--- config.mk ---
export PLATFORM = sky130hd
export DESIGN_NAME = seg_pipeline_adder_flat
export DESIGN_NICKNAME = d
export VERILOG_FILES = /design/src/rtl/seg_pipeline_adder_pkg.sv /design/src/rtl/seg_pipeline_adder_if.sv /design/src/rtl/seg_pipeline_adder_cell.sv /design/src/rtl/seg_pipeline_adder.sv /design/src/flat_wrapper.sv
export SDC_FILE = /design/constraint.sdc
export NUM_CORES = 1
export LEC_CHECK = 0
export CORE_MARGIN = 3
export CORE_UTILIZATION = 54
export CTS_CLUSTER_DIAMETER = 120
export DETAILED_ROUTE_END_ITERATION = 16
export PLACE_DENSITY = 0.88
export SLEW_MARGIN = 20
export SYNTH_ARGS = -nofsm -noshare
export SYNTH_HDL_FRONTEND = slang
export SYNTH_SLANG_ARGS = --single-unit
--- constraint.sdc ---
create_clock -name i_clk -period 2.1 [get_ports i_clk]
set_input_delay 0.315 -clock i_clk [delete_from_list [all_inputs] [get_ports i_clk]]
set_output_delay 0.315 -clock i_clk [all_outputs]
set_load 0.01 [all_outputs]
--- src/rtl/seg_pipeline_adder_pkg.sv ---
// Shared constants and helpers for the segmented pipeline adder.
// Also provides the width/segment sanity checks used by DDSM datapath blocks.
package seg_adder_pkg;

    localparam int SEG_DW_DEFAULT   = 24;
    localparam int SEG_SEGS_DEFAULT = 4;

    // Width of one segment.
    function automatic int seg_width(input int dw, input int segs);
        return dw / segs;
    endfunction

    // Legal configuration: 1..dw segments that divide dw exactly.
    function automatic bit seg_cfg_ok(input int dw, input int segs);
        return (segs >= 1) && (segs <= dw) && ((dw % segs) == 0);
    endfunction

    localparam bit SEG_DEFAULT_CFG_OK =
        seg_cfg_ok(SEG_DW_DEFAULT, SEG_SEGS_DEFAULT);

endpackage

--- src/rtl/seg_pipeline_adder_if.sv ---
// Valid/ready operand and result bundle for seg_pipeline_adder.
// Optional macro SEG_PIPELINE_ADDER_SUB_EN adds the i_sub beat field.
interface seg_pipeline_adder_if #(
    parameter int P_DATA_WIDTH = 24
) ();

    logic                    i_valid;
    logic                    o_ready;
    logic [P_DATA_WIDTH-1:0] i_a;
    logic [P_DATA_WIDTH-1:0] i_b;
    logic                    i_cin;
`ifdef SEG_PIPELINE_ADDER_SUB_EN
    logic                    i_sub;
`endif
    logic                    o_valid;
    logic                    i_ready;
    logic [P_DATA_WIDTH-1:0] o_sum;
    logic                    o_cout;

    modport master (
`ifdef SEG_PIPELINE_ADDER_SUB_EN
        output i_sub,
`endif
        output i_valid, i_a, i_b, i_cin, i_ready,
        input  o_ready, o_valid, o_sum, o_cout
    );

    modport slave (
`ifdef SEG_PIPELINE_ADDER_SUB_EN
        input  i_sub,
`endif
        input  i_valid, i_a, i_b, i_cin, i_ready,
        output o_ready, o_valid, o_sum, o_cout
    );

endinterface

--- src/rtl/seg_pipeline_adder_cell.sv ---
// One W-bit segment adder: {cout, sum} = a + b + cin.
// Purely combinational; the top registers around it.
module seg_adder_cell
    import seg_adder_pkg::*;
#(
    parameter int W = 6
) (
    input  logic [W-1:0] a_i,
    input  logic [W-1:0] b_i,
    input  logic         cin_i,
    output logic [W-1:0] sum_o,
    output logic         cout_o
);

    assign {cout_o, sum_o} = {1'b0, a_i} + {1'b0, b_i} + {{W{1'b0}}, cin_i};

endmodule

--- src/rtl/seg_pipeline_adder.sv ---
// S-stage carry-pipelined adder with skew/deskew triangles and bubble collapse.
// Optional macro SEG_PIPELINE_ADDER_SUB_EN adds per-beat subtract (a + ~b + 1).
module seg_pipeline_adder
    import seg_adder_pkg::*;
#(
    parameter int P_DATA_WIDTH = SEG_DW_DEFAULT,
    parameter int P_SEGS       = SEG_SEGS_DEFAULT
) (
    input  logic                i_clk,
    input  logic                i_rst,
    seg_pipeline_adder_if.slave bus
);

    localparam int W  = seg_width(P_DATA_WIDTH, P_SEGS);
    localparam int DW = P_DATA_WIDTH;
    localparam int S  = P_SEGS;

    if (!seg_cfg_ok(P_DATA_WIDTH, P_SEGS)) begin : g_cfg_err
        $error("seg_pipeline_adder: P_DATA_WIDTH must be a multiple of P_SEGS");
    end

    logic [S-1:0]  v_q;
    logic [S-1:0]  v_in;
    logic [S-1:0]  adv;
    logic          run;
    logic [DW-1:0] sum_q;
    logic          cout_q;

    if (S == 1) begin : g_vin1
        assign v_in = bus.i_valid;
    end else begin : g_vinn
        assign v_in = {v_q[S-2:0], bus.i_valid};
    end

    // A stage may load when it is empty or everything below it can move.
    always_comb begin
        run = bus.i_ready;
        adv = '0;
        for (int k = S - 1; k >= 0; k--) begin
            run    = run | ~v_q[k];
            adv[k] = run;
        end
    end

    // Valid bits shift down the pipe wherever the stage advances.
    always_ff @(posedge i_clk) begin
        if (i_rst) begin
            v_q <= '0;
        end else begin
            for (int k = 0; k < S; k++) begin
                if (adv[k]) begin
                    v_q[k] <= v_in[k];
                end
            end
        end
    end

    for (genvar k = 0; k < S; k++) begin : g_stage
        localparam int IW = DW - k * W;

        logic [IW-1:0]        a_in;
        logic [IW-1:0]        b_in;
        logic                 cin_in;
        logic [W-1:0]         b_seg;
        logic [W-1:0]         seg_sum;
        logic                 seg_cout;
        logic [(k+1)*W-1:0]   sum_acc;
`ifdef SEG_PIPELINE_ADDER_SUB_EN
        logic                 sub_in;
`endif

        if (k == 0) begin : g_head
            assign a_in    = bus.i_a;
            assign b_in    = bus.i_b;
`ifdef SEG_PIPELINE_ADDER_SUB_EN
            assign sub_in  = bus.i_sub;
            assign cin_in  = bus.i_sub | bus.i_cin;
`else
            assign cin_in  = bus.i_cin;
`endif
            assign sum_acc = seg_sum;
        end else begin : g_body
            localparam int PW = IW + W;

            logic [IW-1:0]     a_q;
            logic [IW-1:0]     b_q;
            logic              cy_q;
            logic [k*W-1:0]    sum_lo_q;
`ifdef SEG_PIPELINE_ADDER_SUB_EN
            logic              sub_q;
`endif

            // Register of stage k-1: remaining operand segs, carry, low sum segs.
            always_ff @(posedge i_clk) begin
                if (i_rst) begin
                    a_q      <= '0;
                    b_q      <= '0;
                    cy_q     <= 1'b0;
                    sum_lo_q <= '0;
`ifdef SEG_PIPELINE_ADDER_SUB_EN
                    sub_q    <= 1'b0;
`endif
                end else if (adv[k-1]) begin
                    a_q      <= g_stage[k-1].a_in[PW-1:W];
                    b_q      <= g_stage[k-1].b_in[PW-1:W];
                    cy_q     <= g_stage[k-1].seg_cout;
                    sum_lo_q <= g_stage[k-1].sum_acc;
`ifdef SEG_PIPELINE_ADDER_SUB_EN
                    sub_q    <= g_stage[k-1].sub_in;
`endif
                end
            end

            assign a_in    = a_q;
            assign b_in    = b_q;
            assign cin_in  = cy_q;
`ifdef SEG_PIPELINE_ADDER_SUB_EN
            assign sub_in  = sub_q;
`endif
            assign sum_acc = {seg_sum, sum_lo_q};
        end

`ifdef SEG_PIPELINE_ADDER_SUB_EN
        assign b_seg = sub_in ? ~b_in[W-1:0] : b_in[W-1:0];
`else
        assign b_seg = b_in[W-1:0];
`endif

        seg_adder_cell #(
            .W(W)
        ) u_cell (
            .a_i   (a_in[W-1:0]),
            .b_i   (b_seg),
            .cin_i (cin_in),
            .sum_o (seg_sum),
            .cout_o(seg_cout)
        );
    end

    // Last stage register: fully deskewed sum and carry-out.
    always_ff @(posedge i_clk) begin
        if (i_rst) begin
            sum_q  <= '0;
            cout_q <= 1'b0;
        end else if (adv[S-1]) begin
            sum_q  <= g_stage[S-1].sum_acc;
            cout_q <= g_stage[S-1].seg_cout;
        end
    end

    assign bus.o_ready = adv[0];
    assign bus.o_valid = v_q[S-1];
    assign bus.o_sum   = sum_q;
    assign bus.o_cout  = cout_q;

endmodule

--- src/flat_wrapper.sv ---
// flat-port wrapper written by rule: the top's interface ports become plain ports
module seg_pipeline_adder_flat import seg_adder_pkg::*;
#(
    parameter int P_DATA_WIDTH = SEG_DW_DEFAULT,
    parameter int P_SEGS       = SEG_SEGS_DEFAULT
)
  (i_clk, i_rst, bus_i_valid, bus_i_a, bus_i_b, bus_i_cin, bus_i_ready, bus_o_ready, bus_o_valid, bus_o_sum, bus_o_cout);
  seg_pipeline_adder_if #(.P_DATA_WIDTH(P_DATA_WIDTH)) bus_i ();
  input  logic i_clk;
  input  logic i_rst;
  input wire logic [$bits(bus_i.i_valid)-1:0] bus_i_valid;
  input wire logic [$bits(bus_i.i_a)-1:0] bus_i_a;
  input wire logic [$bits(bus_i.i_b)-1:0] bus_i_b;
  input wire logic [$bits(bus_i.i_cin)-1:0] bus_i_cin;
  input wire logic [$bits(bus_i.i_ready)-1:0] bus_i_ready;
  output wire logic [$bits(bus_i.o_ready)-1:0] bus_o_ready;
  output wire logic [$bits(bus_i.o_valid)-1:0] bus_o_valid;
  output wire logic [$bits(bus_i.o_sum)-1:0] bus_o_sum;
  output wire logic [$bits(bus_i.o_cout)-1:0] bus_o_cout;
  assign bus_i.i_valid = bus_i_valid;
  assign bus_i.i_a = bus_i_a;
  assign bus_i.i_b = bus_i_b;
  assign bus_i.i_cin = bus_i_cin;
  assign bus_i.i_ready = bus_i_ready;
  assign bus_o_ready = bus_i.o_ready;
  assign bus_o_valid = bus_i.o_valid;
  assign bus_o_sum = bus_i.o_sum;
  assign bus_o_cout = bus_i.o_cout;
  seg_pipeline_adder #(.P_DATA_WIDTH(P_DATA_WIDTH), .P_SEGS(P_SEGS)) u_core (.i_clk(i_clk), .i_rst(i_rst), .bus(bus_i));
endmodule
==> run metrics <==
outcome=complete, no violations; LEAKAGE=2.86 nW; worst path required time=2.51 ns; share of layout cells above drive strength 1=under 10%; DRT iter0 DRCs=around 450; nets=about 860; die footprint=11900 µm²; FFs w/ async S/R, synth=0%; Syn Inst Count=709; HPWL after detailed placement=approximately 9000 µm; Final ANT Viol Nets=0; drt wl/cell=14.7 µm; fin crit share=95.5%; clock buffer depth=2; Remaining DRCs=0; PnR Total Power=6.44 mW; Net Sw Power=about 1.4 mW; HP Start=i_rst; hold depth=2; Worst slew margin=61.1%; Post-synth EDFFs=0; R2R cell count=9; sequential power share=44.8%; Synth Flop Type=dfxtp_1; via density per instance=5.51; unrepaired setup endpoints after global routing=no; clock skew=~0.0059 ns; startpoint types=register; Core ar.=10000 µm²; FF-to-FF End=u_core.bus.o_sum[22]$_SDFFE_PP0P_; switching part of the total=22.1%; htree depth=4; Setup Slack @ Placement=-0.298 ns; Setup Buffers After CTS=0; Yosys warnings=0; Worst VDD drop=498 µV; Final GP Congestion=0.906; Max Freq=498 MHz; CTS Root Cell=clkbuf_8; Synth Net Count=790; Pint=5.01 mW; final-report hold violation count=0; most numerous cell in the Yosys netlist=nand2_1; nature of the critical path endpoint=register; global-route wire length before repair=~22000 µm; Synth area leaders=dfxtp_1 49%, nand2_1 16%, a21oi_1 11%; Crit Path Category=reg2reg; cts hold-fix bufs=0; Max FO, Critical Path=2; largest net degree at the start of global routing=58; Synth top area share=between 40% and 50%; num rows=36; clock-pin slew on the worst setup and hold paths=0.06 ns; Avg Synthesized Cell Area=8.07 µm²; Seq/Total Area, Yosys=49.0%; Hold WC Path Type=in2reg; DRT Pass-1 Iters=6; Post-synth top cells=238 x nand2_1, 140 x dfxtp_1, 128 x a21oi_1, 29 x nor2_1, 21 x clkbuf_1; Core Util, Final=roughly 72%; Tmin final=~2 ns; Final setup viols=0; crit path DAT=roughly 2.4 ns; Num CTS Buffers=17; setup_tns=0 ns; max cap viols=0; Distinct cells, synth=38; clock sinks=140; WHS Endpoint=u_core.v_q[1]$_SDFFE_PP0P_; final worst slack=0.0936 ns; Yosys reg bits=140; Slew Limit Fails=0; clk_lat worst skew=approximately 0.52 ns; area grow syn2layout=26.1%; die height=between 100 and 150 µm; total gr overflow=0; Horiz. Die Dim=between 100 and 150 µm; number of diodes=0; Initial Util=56.9%; CTS tree=done; PD cells=892 nW/µm²; WL final=between 10000 and 15000 µm; RR Startpoint=u_core.g_stage[3].cin_in$_SDFFE_PP0P_; Min Hold Slack=between 0.2 and 0.3 ns; Via Count=a little over 5000; Tot GR Track Use=a little under a quarter; Clock Power Share=47.4%; initial antenna violation count=0; post-synth top area cell=dfxtp_1; Post-Syn Area=around 5700 µm²; Ports=80; Comb pwr share=under 10%; number of global-route vias before repair=about 4900; worst slew pin tran=between 0.5 and 0.6 ns; I/O Buffers=79; reg2reg setup slack=0.09 ns
worst max-delay path, cell delays in order (launching register included):
cell	delay, ns
dfxtp_1	0.30
inv_2	0.09
fa_2	0.22
inv_1	0.05
fa_1	0.40
a21o_1	0.20
a21oi_2	0.16
nor2b_1	0.18
nor4_2	0.06
a31o_2	0.23
kinds of logic after synthesis:
logic type	synth area share, %
DFF	49.0
adders and majority gates	7.18
and+or+nand+nor	22.0
AOI/OAI and AO/OA	16.3
buffers and inverters	4.64
xor gates and xnor gates	0.919
layout make-up:
type | instances | area (µm²)
fillers | 727 | 2830
flip-flops and latches | 140 | 2800
multi-input cells | 508 | 2670
repair buffers | 93 | 905
clock buffers | 21 | 439
well taps | 133 | 166
clock inverters | 10 | 165
inverters | 17 | 63.8
repair_timing:
| item | 4_1_cts | 5_1_grt |
|---|---|---|
| endpoints found under the hold margin | 0 | 0 |
| resized for setup | 2 | 5 |
| endpoints found under the setup margin | 1 | 3 |
cell usage in the layout, fill, tap and decap left out, types with 4 or more instances in the layout:
master           count
clkbuf_16           16
nor4b_1              6
a31oi_1              4
o21ai_0             15
nor2_1              29
nand2_1            238
and2_1               4
inv_1               15
a21oi_1            127
xnor2_1              6
buf_4               14
nand3_1              4
fa_1                 7
nand2b_1             4
bufinv_16            4
clkdlybuf4s50_1     77
dfxtp_1            139
nor2b_1              6
ha_1                20
a211oi_1            10
power groups by stage:
stage	combinational [mW]	clock, mW	sequential, mW
final	0.506	3.05	2.88
after global routing	0.561	3.19	2.89
after CTS	0.502	3.06	2.88
after detailed placement	0.487	0	2.93
after global placement	0.463	0	2.92
after floorplan	0.274	0	2.92
registers in the layout (all words and copies together), names as in the netlist:
name and count:
u_core.bus.o_cout 1, u_core.g_stage.g_body.sum_lo_q 36, u_core.v_q 4, u_core.g_stage.a_in 36, u_core.bus.o_sum 24, u_core.g_stage.cin_in 3, u_core.g_stage.b_in 36
per-stage QoR:
step / instance area [µm²] / cells
2_1_floorplan: 5720 / 709
3_3_place_gp: 6590 / 891
3_5_place_dp: 6590 / 891
4_1_cts: 7200 / 922
5_1_grt: 7210 / 922
6_report: 7210 / 922
worst max path at each step:
stage,to,from,cells past startpoint
2_1_floorplan,u_core.bus.o_sum[22]$_SDFFE_PP0P_,u_core.g_stage[3].cin_in$_SDFFE_PP0P_,9
3_3_place_gp,u_core.g_stage[1].g_body.sum_lo_q[5]$_SDFFE_PP0P_,bus_i_cin,8
3_5_place_dp,u_core.g_stage[1].cin_in$_SDFFE_PP0P_,bus_i_b[0],9
4_1_cts,u_core.bus.o_sum[22]$_SDFFE_PP0P_,u_core.g_stage[3].cin_in$_SDFFE_PP0P_,9
5_1_grt,u_core.bus.o_sum[22]$_SDFFE_PP0P_,u_core.g_stage[3].b_in[0]$_SDFFE_PP0P_,9
6_report,u_core.bus.o_sum[22]$_SDFFE_PP0P_,u_core.g_stage[3].cin_in$_SDFFE_PP0P_,9
layer usage:
metal  global-route usage, %  vias up  wire length, µm
met4                    10.0        0              385
li1                        -     2483                -
met2                    39.3      181             6430
met3                    5.39       45              860
met5                       0        -                0
met1                    30.4     2370             5870
(Power assumes the default switching activity.)
